<file path="config.mk">
export PLATFORM = sky130hd
export DESIGN_NAME = axi_wr_tlp_flat
export DESIGN_NICKNAME = d
export VERILOG_FILES = /design/src/rtl/pcie_axi_pkg.sv /design/src/rtl/axi_wr_tlp_if.sv /design/src/rtl/tlp_hdr_gen.sv /design/src/rtl/axi_wr_tlp.sv /design/src/flat_wrapper.sv
export SDC_FILE = /design/constraint.sdc
export NUM_CORES = 1
export LEC_CHECK = 0
export CAP_MARGIN = 40
export CORE_AREA = 2 2 325 327
export CTS_CLUSTER_SIZE = 8
export DETAILED_ROUTE_END_ITERATION = 7
export DIE_AREA = 0 0 327 329
export PLACE_DENSITY = 0.37
export SETUP_SLACK_MARGIN = 0.2
export SYNTH_ARGS = -nofsm -noshare
export SYNTH_HDL_FRONTEND = slang
export SYNTH_SLANG_ARGS = --single-unit
</file>
<file path="constraint.sdc">
create_clock -name clk -period 6.24 [get_ports clk]
set_clock_uncertainty 0.2 [all_clocks]
set_input_delay 0.624 -clock clk [delete_from_list [all_inputs] [get_ports clk]]
set_output_delay 0.624 -clock clk [all_outputs]
set_load 0.05 [all_outputs]
</file>
<file path="src/rtl/pcie_axi_pkg.sv">
// Shared constants for the PCIe <-> AXI bridge paths: TLP header encodings,
// AXI burst/response codes, header DW placement and the write-path state type.
package pcie_axi_pkg;

  localparam int DOUBLE_WORD = 32;

  // TLP fmt/type for memory requests carrying data
  localparam logic [2:0] FMT_3DW_D = 3'b010;
  localparam logic [2:0] FMT_4DW_D = 3'b011;
  localparam logic [4:0] TYPE_MEM  = 5'b00000;

  // All byte enables set; partial-DW enables travel on the strobe bus
  localparam logic [3:0] BE_ALL = 4'hF;

  // AXI encodings
  localparam logic [1:0] BURST_FIXED = 2'b00;
  localparam logic [1:0] BURST_INCR  = 2'b01;
  localparam logic [1:0] RESP_OKAY   = 2'b00;
  localparam logic [1:0] RESP_SLVERR = 2'b10;

  // Header DW positions: hdr[31:0] is DW0
  localparam int HDR_DW0 = 0;
  localparam int HDR_DW1 = 1;
  localparam int HDR_DW2 = 2;
  localparam int HDR_DW3 = 3;

  // Bytes carried by one TLP data beat (8 DW)
  localparam int TLP_BEAT_BYTES = 32;

  typedef enum logic [1:0] {
    ST_IDLE,
    ST_DATA,
    ST_DROP,
    ST_RESP
  } wr_state_e;

endpackage

</file>
<file path="src/rtl/axi_wr_tlp_if.sv">
// AXI4 write channels (AW/W/B) plus the outbound TLP stream of the write
// bridge. slave = bridge side, master = local AXI master / TLP sink side.
interface axi_wr_tlp_if #(
  parameter int AXI_ID_WIDTH   = 8,
  parameter int AXI_ADDR_WIDTH = 64,
  parameter int TLP_DATA_WIDTH = 256,
  parameter int AXI_DATA_WIDTH = TLP_DATA_WIDTH,
  parameter int HEADER_SIZE    = 128
);
  localparam int AXI_STRB_WIDTH = AXI_DATA_WIDTH / 8;
  localparam int TLP_STRB_WIDTH = TLP_DATA_WIDTH / 8;

  logic [AXI_ID_WIDTH-1:0]   axi_awid;
  logic [AXI_ADDR_WIDTH-1:0] axi_awaddr;
  logic [7:0]                axi_awlen;
  logic [2:0]                axi_awsize;
  logic [1:0]                axi_awburst;
  logic                      axi_awvalid;
  logic                      axi_awready;

  logic [AXI_DATA_WIDTH-1:0] axi_wdata;
  logic [AXI_STRB_WIDTH-1:0] axi_wstrb;
  logic                      axi_wlast;
  logic                      axi_wvalid;
  logic                      axi_wready;

  logic [AXI_ID_WIDTH-1:0]   axi_bid;
  logic [1:0]                axi_bresp;
  logic                      axi_bvalid;
  logic                      axi_bready;

  logic [TLP_DATA_WIDTH-1:0] tlp_data;
  logic [HEADER_SIZE-1:0]    tlp_hdr;
  logic [TLP_STRB_WIDTH-1:0] tlp_strb;
  logic                      tlp_sop;
  logic                      tlp_eop;
  logic                      tlp_valid;
  logic                      tlp_ready;

  modport slave (
    input  axi_awid, axi_awaddr, axi_awlen, axi_awsize, axi_awburst, axi_awvalid,
    output axi_awready,
    input  axi_wdata, axi_wstrb, axi_wlast, axi_wvalid,
    output axi_wready,
    output axi_bid, axi_bresp, axi_bvalid,
    input  axi_bready,
    output tlp_data, tlp_hdr, tlp_strb, tlp_sop, tlp_eop, tlp_valid,
    input  tlp_ready
  );

  modport master (
    output axi_awid, axi_awaddr, axi_awlen, axi_awsize, axi_awburst, axi_awvalid,
    input  axi_awready,
    output axi_wdata, axi_wstrb, axi_wlast, axi_wvalid,
    input  axi_wready,
    input  axi_bid, axi_bresp, axi_bvalid,
    output axi_bready,
    input  tlp_data, tlp_hdr, tlp_strb, tlp_sop, tlp_eop, tlp_valid,
    output tlp_ready
  );

endinterface

</file>
<file path="src/rtl/tlp_hdr_gen.sv">
// Combinational memory-request header builder. Picks 3DW/4DW from the upper
// address half and encodes the DW length from the beat count (1024 DW -> 0).
module tlp_hdr_gen
  import pcie_axi_pkg::*;
#(
  parameter int HEADER_SIZE = 4*DOUBLE_WORD
) (
  input  logic [63:0]            addr,
  input  logic [7:0]             chunk_beats,
  input  logic [15:0]            requester_id,
  output logic [HEADER_SIZE-1:0] hdr
);

  logic        is_4dw;
  logic [10:0] len_dw;
  logic [9:0]  len_field;
  logic [31:0] dw0, dw1, dw2, dw3;

  // Assemble the four header DWs
  always_comb begin
    is_4dw    = (addr[63:32] != 32'h0);
    len_dw    = {chunk_beats, 3'b000};
    len_field = len_dw[10] ? 10'd0 : len_dw[9:0];
    dw0       = {(is_4dw ? FMT_4DW_D : FMT_3DW_D), TYPE_MEM, 14'h0, len_field};
    dw1       = {requester_id, 8'h00, BE_ALL, BE_ALL};
    if (is_4dw) begin
      dw2 = addr[63:32];
      dw3 = addr[31:0];
    end else begin
      dw2 = addr[31:0];
      dw3 = 32'h0;
    end
    hdr = '0;
    hdr[HDR_DW0*DOUBLE_WORD +: DOUBLE_WORD] = dw0;
    hdr[HDR_DW1*DOUBLE_WORD +: DOUBLE_WORD] = dw1;
    hdr[HDR_DW2*DOUBLE_WORD +: DOUBLE_WORD] = dw2;
    hdr[HDR_DW3*DOUBLE_WORD +: DOUBLE_WORD] = dw3;
  end

endmodule

</file>
<file path="src/rtl/axi_wr_tlp.sv">
// AXI4 write slave -> posted MWr TLP source. W beats stream straight through
// to the TLP bus; bursts are cut at max-payload address boundaries, and a B
// response follows the final TLP. Framing is driven by AWLEN, not WLAST.
//
// state   | meaning
// IDLE    | waiting for AW, awready high
// DATA    | legal burst, W beats forwarded as TLP beats
// DROP    | illegal burst, W beats swallowed
// RESP    | B response presented until bready
module axi_wr_tlp
  import pcie_axi_pkg::*;
#(
  parameter int AXI_ID_WIDTH      = 8,
  parameter int AXI_STRB_WIDTH    = 32,
  parameter int HEADER_SIZE       = 4*DOUBLE_WORD,
  parameter int MAX_PAYLOAD_BYTES = 256
) (
  input  logic        clk,
  input  logic        rst_n,
  axi_wr_tlp_if.slave bus,
  input  logic [15:0] requester_id,
  output logic        tlp_error
);

  localparam int         MPS_BEATS   = MAX_PAYLOAD_BYTES / TLP_BEAT_BYTES;
  localparam logic [6:0] MPS_MASK    = 7'(MPS_BEATS - 1);
  localparam logic [2:0] AWSIZE_FULL = 3'($clog2(AXI_STRB_WIDTH));

  wr_state_e               state_q, state_d;
  logic [AXI_ID_WIDTH-1:0] id_q, id_d;
  logic [63:0]             addr_q, addr_d;
  logic [8:0]              rem_q, rem_d;
  logic [8:0]              beat_q, beat_d;
  logic [1:0]              bresp_q, bresp_d;
  logic                    err_q, err_d;

  logic [6:0]             off_beats;
  logic [8:0]             to_bound;
  logic [8:0]             chunk_beats;
  logic                   last_of_chunk;
  logic                   final_beat;
  logic                   aw_legal;
  logic                   w_hs;
  logic [HEADER_SIZE-1:0] hdr_w;

  // Current chunk geometry; addr_q/rem_q only move on eop so this is stable per TLP
  always_comb begin
    off_beats     = addr_q[11:5] & MPS_MASK;
    to_bound      = 9'(MPS_BEATS) - {2'b00, off_beats};
    chunk_beats   = (rem_q < to_bound) ? rem_q : to_bound;
    last_of_chunk = (beat_q == (chunk_beats - 9'd1));
    final_beat    = last_of_chunk && (rem_q == chunk_beats);
    aw_legal      = (bus.axi_awburst == BURST_INCR) &&
                    (bus.axi_awsize == AWSIZE_FULL) &&
                    (bus.axi_awaddr[4:0] == 5'd0);
    w_hs          = bus.axi_wvalid && bus.axi_wready;
  end

  tlp_hdr_gen #(
    .HEADER_SIZE (HEADER_SIZE)
  ) u_hdr_gen (
    .addr         (addr_q),
    .chunk_beats  (chunk_beats[7:0]),
    .requester_id (requester_id),
    .hdr          (hdr_w)
  );

  // Next-state, datapath updates and handshake outputs
  always_comb begin
    state_d = state_q;
    id_d    = id_q;
    addr_d  = addr_q;
    rem_d   = rem_q;
    beat_d  = beat_q;
    bresp_d = bresp_q;
    err_d   = 1'b0;

    bus.axi_wready = 1'b0;
    bus.axi_bvalid = 1'b0;
    bus.tlp_valid  = 1'b0;
    bus.tlp_sop    = 1'b0;
    bus.tlp_eop    = 1'b0;
    bus.tlp_data   = '0;
    bus.tlp_strb   = '0;
    bus.tlp_hdr    = '0;

    case (state_q)
      ST_IDLE: begin
        if (bus.axi_awvalid) begin
          id_d   = bus.axi_awid;
          addr_d = bus.axi_awaddr;
          rem_d  = {1'b0, bus.axi_awlen} + 9'd1;
          beat_d = '0;
          if (aw_legal) begin
            state_d = ST_DATA;
            bresp_d = RESP_OKAY;
          end else begin
            state_d = ST_DROP;
            bresp_d = RESP_SLVERR;
            err_d   = 1'b1;
          end
        end
      end

      ST_DATA: begin
        bus.tlp_valid  = bus.axi_wvalid;
        bus.axi_wready = bus.tlp_ready;
        bus.tlp_data   = bus.axi_wdata;
        bus.tlp_strb   = bus.axi_wstrb;
        bus.tlp_hdr    = hdr_w;
        bus.tlp_sop    = bus.axi_wvalid && (beat_q == 9'd0);
        bus.tlp_eop    = bus.axi_wvalid && last_of_chunk;
        if (w_hs) begin
          if (bus.axi_wlast != final_beat) err_d = 1'b1;
          if (last_of_chunk) begin
            addr_d = addr_q + {50'd0, chunk_beats, 5'd0};
            rem_d  = rem_q - chunk_beats;
            beat_d = '0;
            if (final_beat) state_d = ST_RESP;
          end else begin
            beat_d = beat_q + 9'd1;
          end
        end
      end

      ST_DROP: begin
        bus.axi_wready = 1'b1;
        if (bus.axi_wvalid) begin
          if (bus.axi_wlast != (rem_q == 9'd1)) err_d = 1'b1;
          rem_d = rem_q - 9'd1;
          if (rem_q == 9'd1) state_d = ST_RESP;
        end
      end

      ST_RESP: begin
        bus.axi_bvalid = 1'b1;
        if (bus.axi_bready) state_d = ST_IDLE;
      end

      default: state_d = ST_IDLE;
    endcase
  end

  // awready is qualified by reset so it reads low while reset is held
  assign bus.axi_awready = (state_q == ST_IDLE) && rst_n;
  assign bus.axi_bid     = id_q;
  assign bus.axi_bresp   = bresp_q;
  assign tlp_error       = err_q;

  // State and datapath registers
  always_ff @(posedge clk or negedge rst_n) begin
    if (!rst_n) begin
      state_q <= ST_IDLE;
      id_q    <= '0;
      addr_q  <= '0;
      rem_q   <= '0;
      beat_q  <= '0;
      bresp_q <= RESP_OKAY;
      err_q   <= 1'b0;
    end else begin
      state_q <= state_d;
      id_q    <= id_d;
      addr_q  <= addr_d;
      rem_q   <= rem_d;
      beat_q  <= beat_d;
      bresp_q <= bresp_d;
      err_q   <= err_d;
    end
  end

endmodule
</file>
<file path="src/flat_wrapper.sv">
// flat-port wrapper written by rule: the top's interface ports become plain ports
module axi_wr_tlp_flat import pcie_axi_pkg::*;
#(
  parameter int AXI_ID_WIDTH      = 8,
  parameter int AXI_STRB_WIDTH    = 32,
  parameter int HEADER_SIZE       = 4*DOUBLE_WORD,
  parameter int MAX_PAYLOAD_BYTES = 256
)
  (clk, rst_n, requester_id, tlp_error, bus_axi_awid, bus_axi_awaddr, bus_axi_awlen, bus_axi_awsize, bus_axi_awburst, bus_axi_awvalid, bus_axi_awready, bus_axi_wdata, bus_axi_wstrb, bus_axi_wlast, bus_axi_wvalid, bus_axi_wready, bus_axi_bid, bus_axi_bresp, bus_axi_bvalid, bus_axi_bready, bus_tlp_data, bus_tlp_hdr, bus_tlp_strb, bus_tlp_sop, bus_tlp_eop, bus_tlp_valid, bus_tlp_ready);
  axi_wr_tlp_if #(.AXI_ID_WIDTH(AXI_ID_WIDTH), .HEADER_SIZE(HEADER_SIZE)) bus_i ();
  input  logic clk;
  input  logic rst_n;
  input  logic [15:0] requester_id;
  output logic tlp_error;
  input wire logic [$bits(bus_i.axi_awid)-1:0] bus_axi_awid;
  input wire logic [$bits(bus_i.axi_awaddr)-1:0] bus_axi_awaddr;
  input wire logic [$bits(bus_i.axi_awlen)-1:0] bus_axi_awlen;
  input wire logic [$bits(bus_i.axi_awsize)-1:0] bus_axi_awsize;
  input wire logic [$bits(bus_i.axi_awburst)-1:0] bus_axi_awburst;
  input wire logic [$bits(bus_i.axi_awvalid)-1:0] bus_axi_awvalid;
  output wire logic [$bits(bus_i.axi_awready)-1:0] bus_axi_awready;
  input wire logic [$bits(bus_i.axi_wdata)-1:0] bus_axi_wdata;
  input wire logic [$bits(bus_i.axi_wstrb)-1:0] bus_axi_wstrb;
  input wire logic [$bits(bus_i.axi_wlast)-1:0] bus_axi_wlast;
  input wire logic [$bits(bus_i.axi_wvalid)-1:0] bus_axi_wvalid;
  output wire logic [$bits(bus_i.axi_wready)-1:0] bus_axi_wready;
  output wire logic [$bits(bus_i.axi_bid)-1:0] bus_axi_bid;
  output wire logic [$bits(bus_i.axi_bresp)-1:0] bus_axi_bresp;
  output wire logic [$bits(bus_i.axi_bvalid)-1:0] bus_axi_bvalid;
  input wire logic [$bits(bus_i.axi_bready)-1:0] bus_axi_bready;
  output wire logic [$bits(bus_i.tlp_data)-1:0] bus_tlp_data;
  output wire logic [$bits(bus_i.tlp_hdr)-1:0] bus_tlp_hdr;
  output wire logic [$bits(bus_i.tlp_strb)-1:0] bus_tlp_strb;
  output wire logic [$bits(bus_i.tlp_sop)-1:0] bus_tlp_sop;
  output wire logic [$bits(bus_i.tlp_eop)-1:0] bus_tlp_eop;
  output wire logic [$bits(bus_i.tlp_valid)-1:0] bus_tlp_valid;
  input wire logic [$bits(bus_i.tlp_ready)-1:0] bus_tlp_ready;
  assign bus_i.axi_awid = bus_axi_awid;
  assign bus_i.axi_awaddr = bus_axi_awaddr;
  assign bus_i.axi_awlen = bus_axi_awlen;
  assign bus_i.axi_awsize = bus_axi_awsize;
  assign bus_i.axi_awburst = bus_axi_awburst;
  assign bus_i.axi_awvalid = bus_axi_awvalid;
  assign bus_axi_awready = bus_i.axi_awready;
  assign bus_i.axi_wdata = bus_axi_wdata;
  assign bus_i.axi_wstrb = bus_axi_wstrb;
  assign bus_i.axi_wlast = bus_axi_wlast;
  assign bus_i.axi_wvalid = bus_axi_wvalid;
  assign bus_axi_wready = bus_i.axi_wready;
  assign bus_axi_bid = bus_i.axi_bid;
  assign bus_axi_bresp = bus_i.axi_bresp;
  assign bus_axi_bvalid = bus_i.axi_bvalid;
  assign bus_i.axi_bready = bus_axi_bready;
  assign bus_tlp_data = bus_i.tlp_data;
  assign bus_tlp_hdr = bus_i.tlp_hdr;
  assign bus_tlp_strb = bus_i.tlp_strb;
  assign bus_tlp_sop = bus_i.tlp_sop;
  assign bus_tlp_eop = bus_i.tlp_eop;
  assign bus_tlp_valid = bus_i.tlp_valid;
  assign bus_i.tlp_ready = bus_tlp_ready;
  axi_wr_tlp #(.AXI_ID_WIDTH(AXI_ID_WIDTH), .AXI_STRB_WIDTH(AXI_STRB_WIDTH), .HEADER_SIZE(HEADER_SIZE), .MAX_PAYLOAD_BYTES(MAX_PAYLOAD_BYTES)) u_core (.clk(clk), .rst_n(rst_n), .bus(bus_i), .requester_id(requester_id), .tlp_error(tlp_error));
endmodule
</file>
### Yosys cells after proc, flatten, opt, wreduce, memory -nomap -nowiden

Cells that the tools add are included.

* add/sub/neg operators: 7
* order comparisons: 1
* equal/unequal tests: 17
* mux-type cells: 43
* reductions and logical operators: 18

Operators with widths (count)
* $mux W256: 1
* $mux W64: 3
* $mux W128: 1
* $pmux W64 S2: 1
* $mux W32: 3
* $mux W9: 8
* $add A64 B14 Y64: 1
* $reduce_bool A32 Y1: 1
* $pmux W9 S3: 1
* $eq A9 B9 Y1: 2
* $mux W2: 9
* $pmux W9 S2: 1
* $sub A9 B1 Y9 const B: 2
* $mux W1: 11
* $mux W10: 1
* $add A8 B1 Y9 const B: 1
* $add A9 B1 Y9 const B: 1
* $eq A9 B1 Y1 const B: 1
* $logic_not A9 Y1: 1
* $lt A9 B9 Y1: 1
* $sub A9 B9 Y9: 1
* $ne A2 B1 Y1 const B: 4
* $pmux W2 S4: 1
* $logic_and A1 B1 Y1: 7
* 17 further kinds: 22

* register bits: 95
* bits of input ports: 396

### Logic depth before layout (Yosys ltp)

Gate-level depths: netlist of run 1.

* word-level depth: 10
* mapped depth: 24
* mapped depth without buffers: 21

### Cells and area by module

A second synthesis of run 1 with hierarchy kept.

* cell total of the unflattened synthesis: 1474
* area, all modules: 11041.8 sq um

Modules (own cells, without submodules)
* axi_wr_tlp: times used 1, cells each 1319, area each 9851.9 sq um, sequential area each 2352.3 sq um
* tlp_hdr_gen: times used 1, cells each 155, area each 1189.9 sq um, sequential area each 0.0 sq um

### Worst setup path before layout of run 1

No wires, ideal clock.

* kind: flip-flop to flip-flop
* from: reg u_core.addr_q[5]
* to: reg u_core.addr_q[61]
* library setup time: 0.126 ns
* data arrival time: 4.832 ns
* slack: 1.082 ns
* stages on the path, launching flop included: 25
* period minus slack after synthesis: 5.158 ns
* cell sequence: dfrtp_1 -> buf_2 -> inv_1 -> ha_1 -> xnor2_1 -> inv_1 -> ha_1 -> a21oi_1 -> o21ai_2 -> a21oi_4 -> mux2i_1 -> inv_1 -> ha_1 -> fa_1 -> a211o_1 -> a21oi_1 -> o21ai_1 -> a21oi_1 -> or2_2 -> buf_1 -> nand3b_1 -> nor3_2 -> buf_2 -> a211oi_1 -> nor3_1

* cells in the longest elaborated chain, start to end: 7

RTL lines
* start, declared: line axi_wr_tlp.sv:31 `logic [63:0] addr_q, addr_d;`
* start signal, assigned: line axi_wr_tlp.sv:163 `addr_q <= addr_d;`
* $sub A4 B3 Y5: line axi_wr_tlp.sv:49 `to_bound = 9'(MPS_BEATS) - {2'b00, off_beats};`
* $lt A9 B9 Y1: line axi_wr_tlp.sv:50 `chunk_beats = (rem_q < to_bound) ? rem_q : to_bound;`
* $mux W9: line axi_wr_tlp.sv:50
* $add A64 B14 Y64 or $sub A9 B1 Y9 (tied branches): line axi_wr_tlp.sv:116, axi_wr_tlp.sv:51
* $mux W64 or $eq A9 B9 Y1 (tied branches): line axi_wr_tlp.sv:115, axi_wr_tlp.sv:51
* $mux W64 or $ne A2 B1 Y1 (tied branches)
* $pmux W64 S2 or $reduce_and A4 Y1 (tied branches)

Parallel ways exist; a longest one is shown, timed or not. The select of a mux whose other input is x is not followed.
A chain may end at the register's enable or synchronous reset.

### Worst setup path after layout of run 1

* from: reg u_core.addr_q[6]
* to: reg u_core.addr_q[57]

Same word-level chain as after synthesis.

==> results.toml, run 1 <==
[outcome]
outcome = "completed"

[setup_path]
start_kind = "flip-flop"
arrival_ns = 5.56
cp_slowest_cell = "dfrtp_1"
path_max_fanout = 15
reg2reg_depth = 24
cp_top_family = "compound AO/OA/AOI/OAI gates"
worstReg2RegEnd = "u_core.addr_q[57]"
critPathRequiredTime_ns = 6.28
path_class = "flip-flop to flip-flop"
end_kind = "flip-flop"
path_cells = "inv_1 > ha_1 > xnor2_1 > inv_1 > ha_1 > a21oi_1 > o21ai_2 > a21oi_4 > mux2i_1 > buf_4 > inv_1 > ha_1 > fa_1 > a211o_1 > a21oi_1 > o21ai_1 > a21oi_1 > buf_4 > or2_2 > nand3b_1 > nor3_2 > buf_4 > a311oi_1 > a211oi_1"
cp.buffers_inverters = 6
worstReg2RegStart = "u_core.addr_q[6]"
ff2ff_setup_slack_ns = 0.72
slowest_delay_ns = 0.54

[floorplan]
num_rows = 119
die-area_sq_um = 108000
core-area_sq_um = 104000
initial_utilization_pct = 9.73
die_w_um = 327
die_h_um = 329
io_pins = 829

[global_route]
antenna_found_initial = 49
grt_pass1_wl_um = 118000
first_global_vias = 13800
grt_max_degree = 174
grt-ovfl-total = 0
grt.total_usage_pct = 15.6

[synth]
yosys-top-cells-count = "341 x and2_1, 98 x nor2_1, 94 x dfrtp_1"
synth_edf_count = 0
yosysTopAreaCell = "dfrtp_1"
synth_fa_ha_area_share_pct = 3.85
synth.area.top_cells = "dfrtp_1 23%, and2_1 21%, a21oi_1 4.5%, nor2_1 3.6%, ha_1 3.5%"
synth_top_family_by_area = "simple AND/OR/NAND/NOR gates"
yosysWarningCount = 0
synth.most_common_cell = "and2_1"
synth_mux_area_share_pct = 5.13
synth_area_sq_um = 10200
synth_cell_type_count = 77
ys_ff_latch = 94
synth_compound_area_share_pct = 16.2
synthArstFlopShare_pct = 100
synthXorXnorAreaFrac_pct = 2.56
yosysTopAreaCellShare_pct = 23.2
avgSynthCellArea_sq_um = 7.47
ys_seq_area_share_pct = 23.2
synth_flop_cell = "dfrtp_1"
synth-simple-area-share_pct = 40.8
synth_cells = 1359

[cts]
htreeDepth = 3
post_cts_buffers = 0
hold_buffers = 0
insertion_delay_ns = 0.39
cts_made_buffers = 9
clk_pin_slew_ns = 0.09
cts.sinks = 94
clock_path_buffers = 2
cts_resized = 0
tritoncts = "built"
cts-root-buf = "clkbuf_16"

[detailed_routing]
ant_nets = 0
routed_wl_um = 88400
wl_per_cell_um = 25.3
dr.pass1.iters = 6
post_drt_via_cell_ratio = 3.85
drt_iter0_drc = 732
drc = 0
num_vias = 13500

[placement]
dp_hpwl_um = 77000
io_buffer_count = 793
place_ws_ns = 0.590
routabilityCongestion = 0.915

[sta]
worst_pin_slew_ns = 0.871
fmax_ghz = 0.181
setup_viol = 0
slew_violations = 0
layout_worst_path_cycle_share_pct = 88.5
relSlewSlack_pct = 41.7
fin_ws_ns = 0.717
hold_violations = 0
rsz0062_at_grt = "no"
setup_tns_ns = 0
min_period_ns = 5.52

[power_and_ir_drop]
combPwrFrac_pct = 79.3
ir_drop_v = 0.000210
p_sw_share_pct = 61.4
p_per_area_nw_per_um2 = 509
p_switching_mw = 6.24
clkPwrFrac_pct = 6.0
p_leak_nw = 7.30
p_seq_share_pct = 14.7
intPower_mw = 3.93

[hold_path]
hold_class = "input port to async pin"

[final_layout]
areaGrowthSynthToFinish_pct = 96.6
drive_gt1_share_pct = 4.76
final_nets = 2521

[flow_run]
drv_cap = 0
==> worst max-delay path by stage <==
| stage | from | to | slack [ns] | cells past startpoint |
|---|---|---|---|---|
| 5_1_grt | u_core.addr_q[6] | u_core.addr_q[28] | 0.24 | 22 |
| 3_5_place_dp | u_core.addr_q[5] | u_core.addr_q[28] | 0.59 | 22 |
| 3_3_place_gp | u_core.addr_q[5] | u_core.addr_q[28] | 0.58 | 22 |
| 4_1_cts | u_core.addr_q[5] | bus_tlp_eop | 0.32 | 17 |
| 2_1_floorplan | u_core.addr_q[5] | u_core.addr_q[61] | 1.08 | 24 |
| 6_report | u_core.addr_q[6] | u_core.addr_q[57] | 0.72 | 24 |
==> registers in the layout, summed over array words and instances, names as in the netlist <==
name	count
u_core.bus.axi_bresp	1
u_core.rem_q	9
u_core.bus.axi_bid	8
u_core.addr_q	64
u_core.tlp_error	1
u_core.state_q	2
u_core.beat_q	9
==> power by group through the flow <==
stage | Combinational (mW) | Clock, mW | Sequential (mW)
2_1_floorplan | 5.07 | 0 | 1.29
3_3_place_gp | 8.06 | 0 | 1.50
3_5_place_dp | 8.15 | 0 | 1.50
4_1_cts | 8.17 | 0.633 | 1.49
5_1_grt | 8.56 | 0.652 | 1.54
6_report | 8.06 | 0.611 | 1.49
==> metal layers <==
layer | track usage, % | vias up | routed length (um)
li1 | - | 6136 | -
met1 | 17.4 | 6587 | 33600
met3 | 6.17 | 106 | 8030
met4 | 1.72 | 66 | 820
met5 | 0 | - | 397
met2 | 28.7 | 556 | 45600
==> through the flow <==
step / utilization, % / hold slack [ns] / power (mW) / cells / cell area (sq um)
after floorplan: - / 0.128 / 6.36 / 1398 / 10300
after detailed placement: 18.8 / 0.293 / 9.65 / 3475 / 19600
after CTS: 19.1 / 0.0866 / 10.3 / 3491 / 19900
after global placement: 18.7 / 0.293 / 9.56 / 3468 / 19500
final: 19.1 / 0.0719 / 10.2 / 3494 / 20000
after global routing: 19.1 / 0.103 / 10.8 / 3491 / 19900
==> placed cells by master, fill, tap and decap left out, types with 8 or more instances in the layout <==
| cell type | count |
|---|---|
| nor4_1 | 16 |
| and4_1 | 10 |
| ha_1 | 27 |
| nor3_1 | 40 |
| a211oi_1 | 9 |
| o22ai_1 | 36 |
| clkdlybuf4s50_1 | 791 |
| xnor2_1 | 17 |
| mux2i_1 | 34 |
| nor2_1 | 96 |
| and3_1 | 27 |
| or3_1 | 10 |
| dfrtp_1 | 94 |
| conb_1 | 40 |
| and2_1 | 341 |
| buf_4 | 29 |
| a21o_1 | 8 |
| clkbuf_16 | 9 |
| mux2_2 | 16 |
| a21oi_1 | 89 |
| inv_1 | 32 |
| a31oi_1 | 11 |
| nand2_1 | 71 |
| nand4_1 | 19 |
| nand2b_1 | 13 |
| a311oi_1 | 10 |
| xor2_1 | 9 |
| nand3_1 | 44 |
| o21ai_0 | 33 |
==> layout make-up <==
type	count	area [sq um]
Timing Repair Buffer	827	8290
Clock inverter	7	70.1
Fill cell	11700	84400
Tap cell	1391	1740
Antenna cell	3	7.51
Clock buffer	9	225
Inverter	33	124
Sequential cell	94	2350
Multi-Input combinational cell	1130	7150
==> cell families (layout without fill, tap and decap cells) <==
logic type | count (synthesis) | after routing
AOI/OAI and AO/OA | 255 | 255
xor gates and xnor gates | 28 | 28
adders and majority gates | 30 | 30
buffers and inverters | 174 | 876
DFF | 94 | 94
muxes | 50 | 50
other | 1 | 43
and+or+nand+nor | 727 | 727
Note: power is estimated with default switching activity, not from simulation.
==> run 2, diff against run 1 <==
--- a/config.mk
+++ b/config.mk
@@ -12,6 +12,7 @@
 export DIE_AREA = 0 0 327 329
 export PLACE_DENSITY = 0.37
 export SETUP_SLACK_MARGIN = 0.2
+export SKIP_CTS_REPAIR_TIMING = 1
 export SYNTH_ARGS = -nofsm -noshare
 export SYNTH_HDL_FRONTEND = slang
 export SYNTH_SLANG_ARGS = --single-unit
==> results of run 2 <==
Same layout as run 1: the final DEF is identical, and so are final timing and power.
==> patch, RTL diff (settings of run 1) <==
`AXI_ID_WIDTH` is set to 8 in 3 places; all go to 6.
--- a/src/rtl/axi_wr_tlp_if.sv
+++ b/src/rtl/axi_wr_tlp_if.sv
@@ -2,5 +2,5 @@
 // bridge. slave = bridge side, master = local AXI master / TLP sink side.
 interface axi_wr_tlp_if #(
-  parameter int AXI_ID_WIDTH   = 8,
+  parameter int AXI_ID_WIDTH   = 6,
   parameter int AXI_ADDR_WIDTH = 64,
   parameter int TLP_DATA_WIDTH = 256,
--- a/src/rtl/axi_wr_tlp.sv
+++ b/src/rtl/axi_wr_tlp.sv
@@ -11,5 +11,5 @@
   import pcie_axi_pkg::*;
 #(
-  parameter int AXI_ID_WIDTH      = 8,
+  parameter int AXI_ID_WIDTH      = 6,
   parameter int AXI_STRB_WIDTH    = 32,
   parameter int HEADER_SIZE       = 4*DOUBLE_WORD,
--- a/src/flat_wrapper.sv
+++ b/src/flat_wrapper.sv
@@ -2,5 +2,5 @@
 module axi_wr_tlp_flat import pcie_axi_pkg::*;
 #(
-  parameter int AXI_ID_WIDTH      = 8,
+  parameter int AXI_ID_WIDTH      = 6,
   parameter int AXI_STRB_WIDTH    = 32,
   parameter int HEADER_SIZE       = 4*DOUBLE_WORD,
Ports: changed (resized bus_axi_awid and bus_axi_bid); port bits go from 829 to 825. No check against the original RTL was run, so the function may have changed too.
==> patch against run 1 <==
  * Design area grew 1.0%
  * Total power shrank 3.2%
  * Synthesized area grew 2.1%
  * Sequential cell count shrank 2
  * Register-to-register slack gained 0.18 ns
  * Highest routed layer unchanged
  * Worst setup slack lost 0.18 ns
  * Combinational power shrank 3.7%
  * Routed wire length shrank 22%
  * Largest cell class unchanged
  * Die area is the same
==> patch: results (changes against run 1) <==
* Outcome: finished clean
* Tot GR Track Use at 12.14% (-3.5 points)
* Largest net degree at the start of global routing at 129 (-26%)
* Flop pwr share at 14.5% (-0.2 points)
* Multi-input gate area at 7361 µm² (+2.9%)
* PostCTS Resize Cnt at 2 (+2)
* Met2 routed WL at 34.34 mm (-25%)
* Fillers at 11713 (+0.21%)
* Internal at 3.911 mW (-0.39%)
* Synth area leaders: dfrtp_1, and2_1, clkbuf_1, a21oi_1, ha_1
* Capturing point of the worst reg2reg path: u_core.addr_q[49]
* Final net count at 2541 (+0.79%)
* Post-synthesis mux area share at 3.391% (-1.7 points)
* Adder-cell share of the synthesized area at 3.765% (-0.080 points)
* Clk tree area frac at 1.546% (+0.066 points)
* Hold-fix buffers, CTS at 1 (+1)
* CP endpoint: bus_tlp_eop
* Iter 0 DRT Violations at 662 (-9.6%)
* DR vias at 13505 (+0.40%)
* Drt pass-1 iters at 5 (-1)
* Antenna violations before repair at 19 (-61%)
* Count of multi-input gates at 1151 (+1.9%)
* WL final at 68.80 mm (-22%)
* Maximum VDD drop at 230.9 µV (+10%)
* Non-clk invs at 35 (+6.1%)
* Non-clk buf share at 41.16% (-0.36 points)
* HP Class: reg2reg
* Placer's final routability congestion estimate at 0.8516 (-7.0%)
* Rel. slew slack at 40.16% (-1.6 points)
* R2r setup slk at 0.90 ns (+0.18 ns)
* Diodes inserted at 5 (+2)
* Grt met3 use at 4.655% (-1.5 points)
* Num sequential at 92 (-2.1%)
* Share of cells above drive strength 1 at 4.995% (+0.23 points)
* Routed wl met3 at 7.072 mm (-12%)
* Maximum fanout along the worst path at 8 (-7)
* Min Hold Slack at 0.2966 ns (+0.2247 ns)
* Non-clk bufs at 828 (+0.12%)
* CP max-delay cell: or4b_1
* Final HPWL DP at 57.38 mm (-26%)
* Port Buffer Count at 789 (-0.50%)
* CP peak stage delay at 0.50 ns (-0.04 ns)
* Comb power frac at 79.0% (-0.3 points)
* Reg2Reg Depth at 20 (-17%)
* Post-synthesis sequential area ratio at 22.21% (-0.97 points)
-- patch: cell types whose count changed after synthesis, moves of 7 or more --
cell | before | now
a21oi_1 | 91 | 70
a22oi_1 | 1 | 22
a311oi_1 | 10 | 3
clkbuf_1 | 86 | 99
mux2i_1 | 34 | 19
nand3_1 | 44 | 66
nand4_1 | 19 | 37
nor2_1 | 98 | 86
o211ai_1 | 5 | 12
o311ai_0 | 1 | 10
-- patch: stage by stage --
step                      instance area (µm²)  power, mW  std cells  worst slack [ns]
after floorplan                         10510      6.356       1435            0.5670
after global placement                  19630      9.117       3485            0.5772
after detailed placement                19770      9.216       3492            0.5558
after CTS                               20100      9.907       3509            0.2550
after global routing                    20150      10.48       3515            0.1995
final                                   20160      9.833       3518            0.5344
-- patch: kinds of logic (layout without fill, tap and decap cells) --
kind of cell,after synthesis,in the layout
and+or+nand+nor,753,753
xor gates and xnor gates,33,33
other,1,45
adders and majority gates,30,30
DFF,92,92
buffers and inverters,192,879
muxes,33,33
AOI/OAI and AO/OA,262,262
